===== src/rtl/pc_pkg.sv =====
// Shared encodings for the program-counter unit: FSM states, next-PC select
// codes and the instruction alignment mask.
package pc_pkg;

    typedef enum logic [1:0] {
        ST_BOOT = 2'd0,
        ST_RUN  = 2'd1,
        ST_HALT = 2'd2
    } state_e;

    typedef enum logic [2:0] {
        SEL_HOLD  = 3'd0,
        SEL_INC   = 3'd1,
        SEL_REDIR = 3'd2,
        SEL_MISAL = 3'd3,
        SEL_TRAP  = 3'd4
    } sel_e;

    localparam logic [1:0] ALIGN_MASK = 2'b11;

    function automatic logic is_misaligned(input logic [1:0] low_bits);
        return (low_bits & ALIGN_MASK) != 2'b00;
    endfunction

endpackage


===== src/rtl/pc_next_sel.sv =====
// Combinational next-PC selector: priority trap > misaligned redirect >
// redirect > accepted fetch > hold.
module pc_next_sel
    import pc_pkg::*;
#(
    parameter int              XLEN        = 32,
    parameter logic [XLEN-1:0] TRAP_VECTOR = XLEN'(32'h0000_0100),
    parameter int              INC         = 4
) (
    input  logic [1:0]      state,
    input  logic            trap,
    input  logic            redirect,
    input  logic [XLEN-1:0] target,
    input  logic            accept,
    input  logic [XLEN-1:0] pc,
    output sel_e            sel,
    output logic [XLEN-1:0] next_pc
);

    always_comb begin
        sel = SEL_HOLD;
        if (state == ST_RUN) begin
            if (trap) begin
                sel = SEL_TRAP;
            end else if (redirect && is_misaligned(target[1:0])) begin
                sel = SEL_MISAL;
            end else if (redirect) begin
                sel = SEL_REDIR;
            end else if (accept) begin
                sel = SEL_INC;
            end
        end else if (state == ST_HALT && trap) begin
            // A trap wakes a halted core straight into the handler.
            sel = SEL_TRAP;
        end
    end

    always_comb begin
        next_pc = pc;
        case (sel)
            SEL_TRAP, SEL_MISAL: next_pc = TRAP_VECTOR;
            SEL_REDIR:           next_pc = target;
            SEL_INC:             next_pc = pc + XLEN'(INC);
            default:             next_pc = pc;
        endcase
    end

endmodule


===== src/rtl/pc_unit.sv =====
// Program-counter unit: PC register, BOOT/RUN/HALT control, fetch handshake,
// redirect/trap handling, misaligned-target reporting and accepted-fetch count.
module pc_unit
    import pc_pkg::*;
#(
    parameter int              XLEN         = 32,
    parameter logic [XLEN-1:0] RESET_VECTOR = '0,
    parameter logic [XLEN-1:0] TRAP_VECTOR  = XLEN'(32'h0000_0100),
    parameter int              INC          = 4,
    parameter int              CNT_W        = 32
) (
    input  logic             clk,
    input  logic             reset,
    input  logic             stall,
    input  logic             redirect_valid,
    input  logic [XLEN-1:0]  redirect_target,
    input  logic             trap_valid,
    input  logic             halt_req,
    input  logic             resume,
    input  logic             fetch_ready,
    output logic [XLEN-1:0]  pc,
    output logic [XLEN-1:0]  pc_plus_inc,
    output logic             fetch_valid,
    output logic             misaligned,
    output logic [XLEN-1:0]  misaligned_addr,
    output logic [1:0]       state,
    output logic [CNT_W-1:0] fetch_count
);

    if ((RESET_VECTOR[1:0] & ALIGN_MASK) != 2'b00) begin : g_bad_reset_vector
        $fatal(1, "pc_unit: RESET_VECTOR must be 4-byte aligned");
    end
    if ((TRAP_VECTOR[1:0] & ALIGN_MASK) != 2'b00) begin : g_bad_trap_vector
        $fatal(1, "pc_unit: TRAP_VECTOR must be 4-byte aligned");
    end

    state_e            state_reg;
    logic [XLEN-1:0]   pc_reg;
    logic              misaligned_reg;
    logic [XLEN-1:0]   misaligned_addr_reg;
    logic [CNT_W-1:0]  fetch_count_reg;
    logic              accept;
    sel_e              sel;
    logic [XLEN-1:0]   pc_next;

    assign fetch_valid = (state_reg == ST_RUN);
    assign accept      = fetch_valid && fetch_ready && !stall;

    pc_next_sel #(
        .XLEN        (XLEN),
        .TRAP_VECTOR (TRAP_VECTOR),
        .INC         (INC)
    ) u_next_sel (
        .state    (state_reg),
        .trap     (trap_valid),
        .redirect (redirect_valid),
        .target   (redirect_target),
        .accept   (accept),
        .pc       (pc_reg),
        .sel      (sel),
        .next_pc  (pc_next)
    );

    always_ff @(posedge clk or posedge reset) begin
        if (reset) begin
            state_reg           <= ST_BOOT;
            pc_reg              <= RESET_VECTOR;
            misaligned_reg      <= 1'b0;
            misaligned_addr_reg <= '0;
            fetch_count_reg     <= '0;
        end else begin
            pc_reg         <= pc_next;
            misaligned_reg <= (sel == SEL_MISAL);
            if (sel == SEL_MISAL) begin
                misaligned_addr_reg <= redirect_target;
            end
            // Only a plain sequential advance counts; squashed fetches do not.
            if (sel == SEL_INC) begin
                fetch_count_reg <= fetch_count_reg + CNT_W'(1);
            end
            case (state_reg)
                ST_BOOT: state_reg <= ST_RUN;
                ST_RUN: begin
                    if (!trap_valid && halt_req) begin
                        state_reg <= ST_HALT;
                    end
                end
                ST_HALT: begin
                    if (resume || trap_valid) begin
                        state_reg <= ST_RUN;
                    end
                end
                default: state_reg <= ST_BOOT;
            endcase
        end
    end

    assign pc              = pc_reg;
    assign pc_plus_inc     = pc_reg + XLEN'(INC);
    assign misaligned      = misaligned_reg;
    assign misaligned_addr = misaligned_addr_reg;
    assign state           = state_reg;
    assign fetch_count     = fetch_count_reg;

endmodule


===== config.mk =====
export PLATFORM = sky130hd
export DESIGN_NAME = pc_unit
export DESIGN_NICKNAME = d
export VERILOG_FILES = /design/src/rtl/pc_pkg.sv /design/src/rtl/pc_next_sel.sv /design/src/rtl/pc_unit.sv
export SDC_FILE = /design/constraint.sdc
export NUM_CORES = 1
export LEC_CHECK = 0
export CAP_MARGIN = 10
export CORE_MARGIN = 5
export CORE_UTILIZATION = 49
export CTS_CLUSTER_DIAMETER = 30
export CTS_CLUSTER_SIZE = 8
export DETAILED_ROUTE_END_ITERATION = 16
export PLACE_DENSITY = 0.86
export SYNTH_ARGS = -nofsm -noshare
export SYNTH_HDL_FRONTEND = slang
export SYNTH_SLANG_ARGS = --single-unit

===== constraint.sdc =====
create_clock -name clk -period 4.7 [get_ports clk]
set_input_delay 0.47 -clock clk [delete_from_list [all_inputs] [get_ports clk]]
set_output_delay 0.47 -clock clk [all_outputs]
set_load 0.005 [all_outputs]

After elaboration in Yosys (flattened, before gate mapping). Index checks and enable logic that the tools add are counted.

Flip-flop bits (word level): 99. Input port bits: 40. Output and inout port bits: 132. Logic and storage cells: 38.

Add/subtract/negate cells: 2. Eq/ne operators: 8. Mux-type cells: 10. Reductions and logical operators: 13.

Operators with widths (count): one-hot mux 32 bit (3 select lines) (1); adder 32 x 1 -> 32 bit (second input constant) (1); adder 32 x 3 -> 32 bit (second input constant) (1); 2-to-1 mux 3 bit (5); == test 3 x 2 -> 1 bit (second input constant) (2); one-hot mux 2 bit (3 select lines) (1); logical AND 1 bit (5); 2-to-1 mux 2 bit (2); == test 3 x 1 -> 1 bit (second input constant) (1); == test 3 bit (second input constant) (1); nonzero test 3 bit (1); == test 2 x 1 -> 1 bit (second input constant) (1); == test 2 bit (second input constant) (1); logical NOT 1 bit (2); logical NOT 2 bit (1); inequality test 2 x 1 -> 1 bit (second input constant) (1); inequality test 2 bit (second input constant) (1); AND reduction 2 bit (1); nonzero test 2 bit (1); OR reduction 2 bit (1); logical OR 1 bit (1); 2-to-1 mux 1 bit (1).

Depth between registers and ports, before layout.
Depth in word-level cells: 11. Gate-level depth with buffers: 8. Gate-level depth less buffers: 6.

By module. From an unflattened synthesis, not the netlist that was laid out.

Cell total of the unflattened synthesis: 618. Area total of the unflattened synthesis: 5555.3 um2.

Modules (own cells, without submodules): pc_unit (times used 1, cells each 406, area an instance 4234.1 um2); pc_next_sel (times used 1, cells each 212, area an instance 1321.3 um2).

Worst setup path after synthesis. OpenSTA, ideal clock, no wires.

Path kind: flip-flop to output port. Start point: register pc_reg[15], in the netlist pc[15]. End point: output pc_plus_inc[24]. Arrival: 1.651 ns. Required time: 4.230 ns. Path slack: 2.579 ns. Cell stages (with the launch flop): 7. Buffers on the path: 1. Path through: dfrtp_1 -> clkbuf_1 -> nand4_1 -> nor4_4 -> and2_1 -> nand2_1 -> xnor2_1.

Word-level cells in the longest chain between the ends: 1.

RTL lines: start: declaration (RTL line pc_unit.sv:38) `logic [XLEN-1:0] pc_reg;`; start signal: assignment (RTL line pc_unit.sv:72) `pc_reg <= pc_next;`; adder 32 x 3 -> 32 bit (RTL line pc_unit.sv:99) `assign pc_plus_inc = pc_reg + XLEN'(INC);`; end: declaration (RTL line pc_unit.sv:22) `output logic [XLEN-1:0] pc_plus_inc,`.

No other way between the ends.

Worst setup path in the final report.
Start point: register pc_reg[2], in the netlist pc[2]. End point: output pc_plus_inc[20].

The elaborated chain is that of the path after synthesis.

==> metrics.yaml <==
clocking:
  holdBufCountCts: 0
  cts_repair_resize_count: 0
  cts-buffers-inserted: 9
  postCtsSetupBuffers: 0
  worst_skew_pair.late_latency_ps: 370
  tritoncts_num_sinks: 99
  clock_edge_transition_at_the_registers_on_the_reported_setup_and_hold_paths_ps: 90
  tritoncts_clock_tree: "yes"
  cts.root.buffer_cell: "clkbuf_8"
  clock_tree.htree_level_count: 3
  max-clock-path-buffers: 2
critical_path:
  critPathLaunch: "pc[2]$_DFFE_PP0P_"
  worst_setup_path_end_kind: "output port"
  timing.critical_path.from_type: "register"
  setup.worst_path.class: "reg -> out"
  critPathMaxStageDelay_ps: 650
  cpMaxStageDelayCell: "nor4_2"
  worstPathCellList: "ha_1 > inv_1 > nor4_2 > nand3_1 > xnor2_1 > clkdlybuf4s50_1"
  critical-path-top-delay-family: "simple AND/OR/NAND/NOR gates"
  crit_path_max_fanout: 7
  worst-endpoint-required_ps: 4230
  cp_data_arrival_time_ps: 2910
  crit-reg2reg-launch: "state[1]$_DFFE_PP0P_"
  crit_buf_inv: 2
placed_design:
  dpl_worst_slack_ps: 1440
  sum_of_net_half_perimeters_after_detailed_placement_um: 10800
  gp_routability_congestion: 0.859
  port-buffer-count: 171
  placement.cell_area_um2: 6750
yosys:
  synth-edff-count: 0
  yosys-mux-area-fraction_pct: 7.07
  synth.yosys.warnings: 0
  synth_sequential_area_ratio_pct: 50.3
  synth_seq_cells: 99
  ys_async_sr_fraction_pct: 100
  synthXorXnorAreaFrac_pct: 10.5
  yosys.area_share.simple_pct: 19.3
  largest_family_of_logic_cells_by_synthesized_area: "simple AND/OR/NAND/NOR gates"
  yosysUniqueCellTypes: 46
  synthesis.nets: 503
  mappedNetlistArea_um2: 4920
  postSynth.topFlopCell: "dfrtp_1"
  netlist_instances: 461
  adder_and_majority_cell_fraction_of_the_synthesized_area_pct: 0.509
  synth_compound_area_share_pct: 9.56
  avgSynthCellArea_um2: 10.7
finish:
  multi_input_area_um2: 2320
  layout_fillers: 747
  layout.area.seq_um2: 2480
  syn_to_final_growth_pct: 40.8
  postLayoutCoreUtil_pct: 70.9
  n_antenna_cell: 0
  final_instance_area_um2: 6930
  fin_nets: 667
  drive_above_1_share_pct: 10.2
floorplan:
  start_util_pct: 50.3
  boundary_pins: 172
  die_h_um: 110
  design.die.area_um2: 12100
  rows: 36
  die_width_um: 110
  core-area_um2: 9770
run:
  max_cap_violations: 0
timing:
  worst_slew_margin_rel_pct: 26.2
  fmax_mhz: 296
  fin_tns_setup_ps: 0
  fin_ws_ps: 1320
  final_min_period_over_clock_period_pct: 72.0
  finalMaxSlewViolations: 0
  clock_skew_ps: 7.11
  final_hold_viol_count: 0
  final_critical_delay_including_setup_and_external_delays_ps: 3380
  grt_setup_unrepaired: "false"
  worstMarginPinSlew_ps: 1100
  report.final.setup_viol: 0
route:
  detail_route.vias_per_cell: 5.60
  drc: 0
  wirelength_um: 14400
  num_vias: 4271
  dr.pass1.iters: 4
  average_wire_per_cell_in_the_routed_design_um: 18.8
  drtIter0Drc: 217
  antenna_violating_nets_post_route: 0
power:
  cellLeakagePower_nw: 3.00
  power_density_over_the_cells_nw_per_um2: 310
  irDropWorstVdd_v: 0.000185
grt:
  grt_antenna_before_repair: 0
  grt_overflow: 0
  globalRouteTotalUtil_pct: 24.3
  first_global_vias: 4424
  pin_count_of_the_biggest_net_entering_global_routing: 60
  wire_length_of_the_first_global_routing_pass_um: 22700
min_path:
  critical_hold_path_startpoint: "misaligned_addr[0]$_DFFE_PP0P_"
  hp-class: "reg -> reg"
run_status:
  outcome: "complete, no violations"
==> cells in the mapped netlist (all sizes together) (3+ instances only) <==
master   n  area share, %
dfrtp   99             50
nand2   56            4.4
xnor2   41            7.3
mux2    30            6.9
nor2    22            1.7
nand3   21            2.1
xor2    18            3.2
and3    17            2.2
nand4   16            2.6
o21ai   16            1.6
clkbuf  15            1.1
and4    11            2.0
inv      9           0.69
o311ai   9            1.6
a21o     8            1.2
buf      8           0.92
a21oi    7           0.71
a31oi    7           0.89
nor3     7           0.71
a22oi    6           0.92
nor4     6            1.5
a22o     5           0.89
and2     3           0.38
nor3b    3           0.46
==> where the power goes <==
| group | switching (mW) | internal, mW |
|---|---|---|
| clock | 0.300 | 0.206 |
| sequential | 0.0991 | 0.968 |
| combinational | 0.206 | 0.367 |
| total | 0.605 | 1.54 |
==> final timing paths <==
kind	to	slack, ps	cells past startpoint
max in group asynchronous	fetch_count[24]$_DFFE_PP0N_	3120	3
min in group asynchronous	misaligned_addr[18]$_DFFE_PP0P_	580	2
worst max register to register	fetch_count[25]$_DFFE_PP0N_	2060	7
worst max-delay path	pc_plus_inc[20]	1320	6
worst min register to register	misaligned_addr[0]$_DFFE_PP0P_	490	2
worst min-delay path	misaligned_addr[0]$_DFFE_PP0P_	490	2
==> logic make-up (layout without fill, tap and decap cells) <==
family,count (synthesis),count (layout)
buffers and inverters,32,201
AO/OA/AOI/OAI,68,68
AND/OR/NAND/NOR,170,170
multiplexers,31,31
adder cells (fa/ha/maj),2,2
XOR/XNOR,59,59
flip-flops,99,99
==> final cells by class <==
| cell class | instances | share of cell area (%) |
|---|---|---|
| flip-flops and latches | 99 | 35.8 |
| inverters | 9 | 0.524 |
| multi-input cells | 330 | 33.5 |
| well taps | 133 | 2.40 |
| repair buffers | 176 | 25.2 |
| clock inverters | 6 | 0.596 |
| clock buffers | 10 | 1.99 |
==> cells in the final DEF, fill, tap and decap left out, types with 3 or more instances in the layout <==
master,instances
a21o_1,8
nand3_1,21
clkinvlp_4,3
a21oi_1,7
nor2_1,20
nor4_1,3
a22oi_1,6
and4_1,11
dfrtp_1,99
o311ai_0,6
buf_4,5
nor3b_1,3
o311ai_1,3
inv_1,7
xnor2_1,41
a22o_1,5
nor3_1,7
a31oi_1,7
clkbuf_8,10
o21ai_0,16
mux2_2,30
and3_1,17
clkdlybuf4s50_1,171
xor2_1,18
nand2_1,54
and2_1,3
nand4_1,14
==> layer usage <==
metal / vias up / share of wire [%] / GRT usage, %
met5: - / 0 / 0
met4: 0 / 1.2 / 7.48
met3: 13 / 9.2 / 8.56
met2: 167 / 50 / 41.5
met1: 2112 / 39 / 28.7
li1: 1979 / - / -
==> per-stage QoR <==
step	power (mW)	hold slack, ps	instances
after floorplan	1.26	467	461
after global routing	2.26	516	763
after CTS	2.16	496	763
after global placement	1.63	456	747
after detailed placement	1.66	474	747
final	2.15	494	763
==> tightest hold or removal path, cell delays in order, from the launching register on <==
cell and delay (ps):
dfrtp_1 360, nand2_1 60, nand2_1 50
Note: power is estimated with default switching activity, not from simulation.
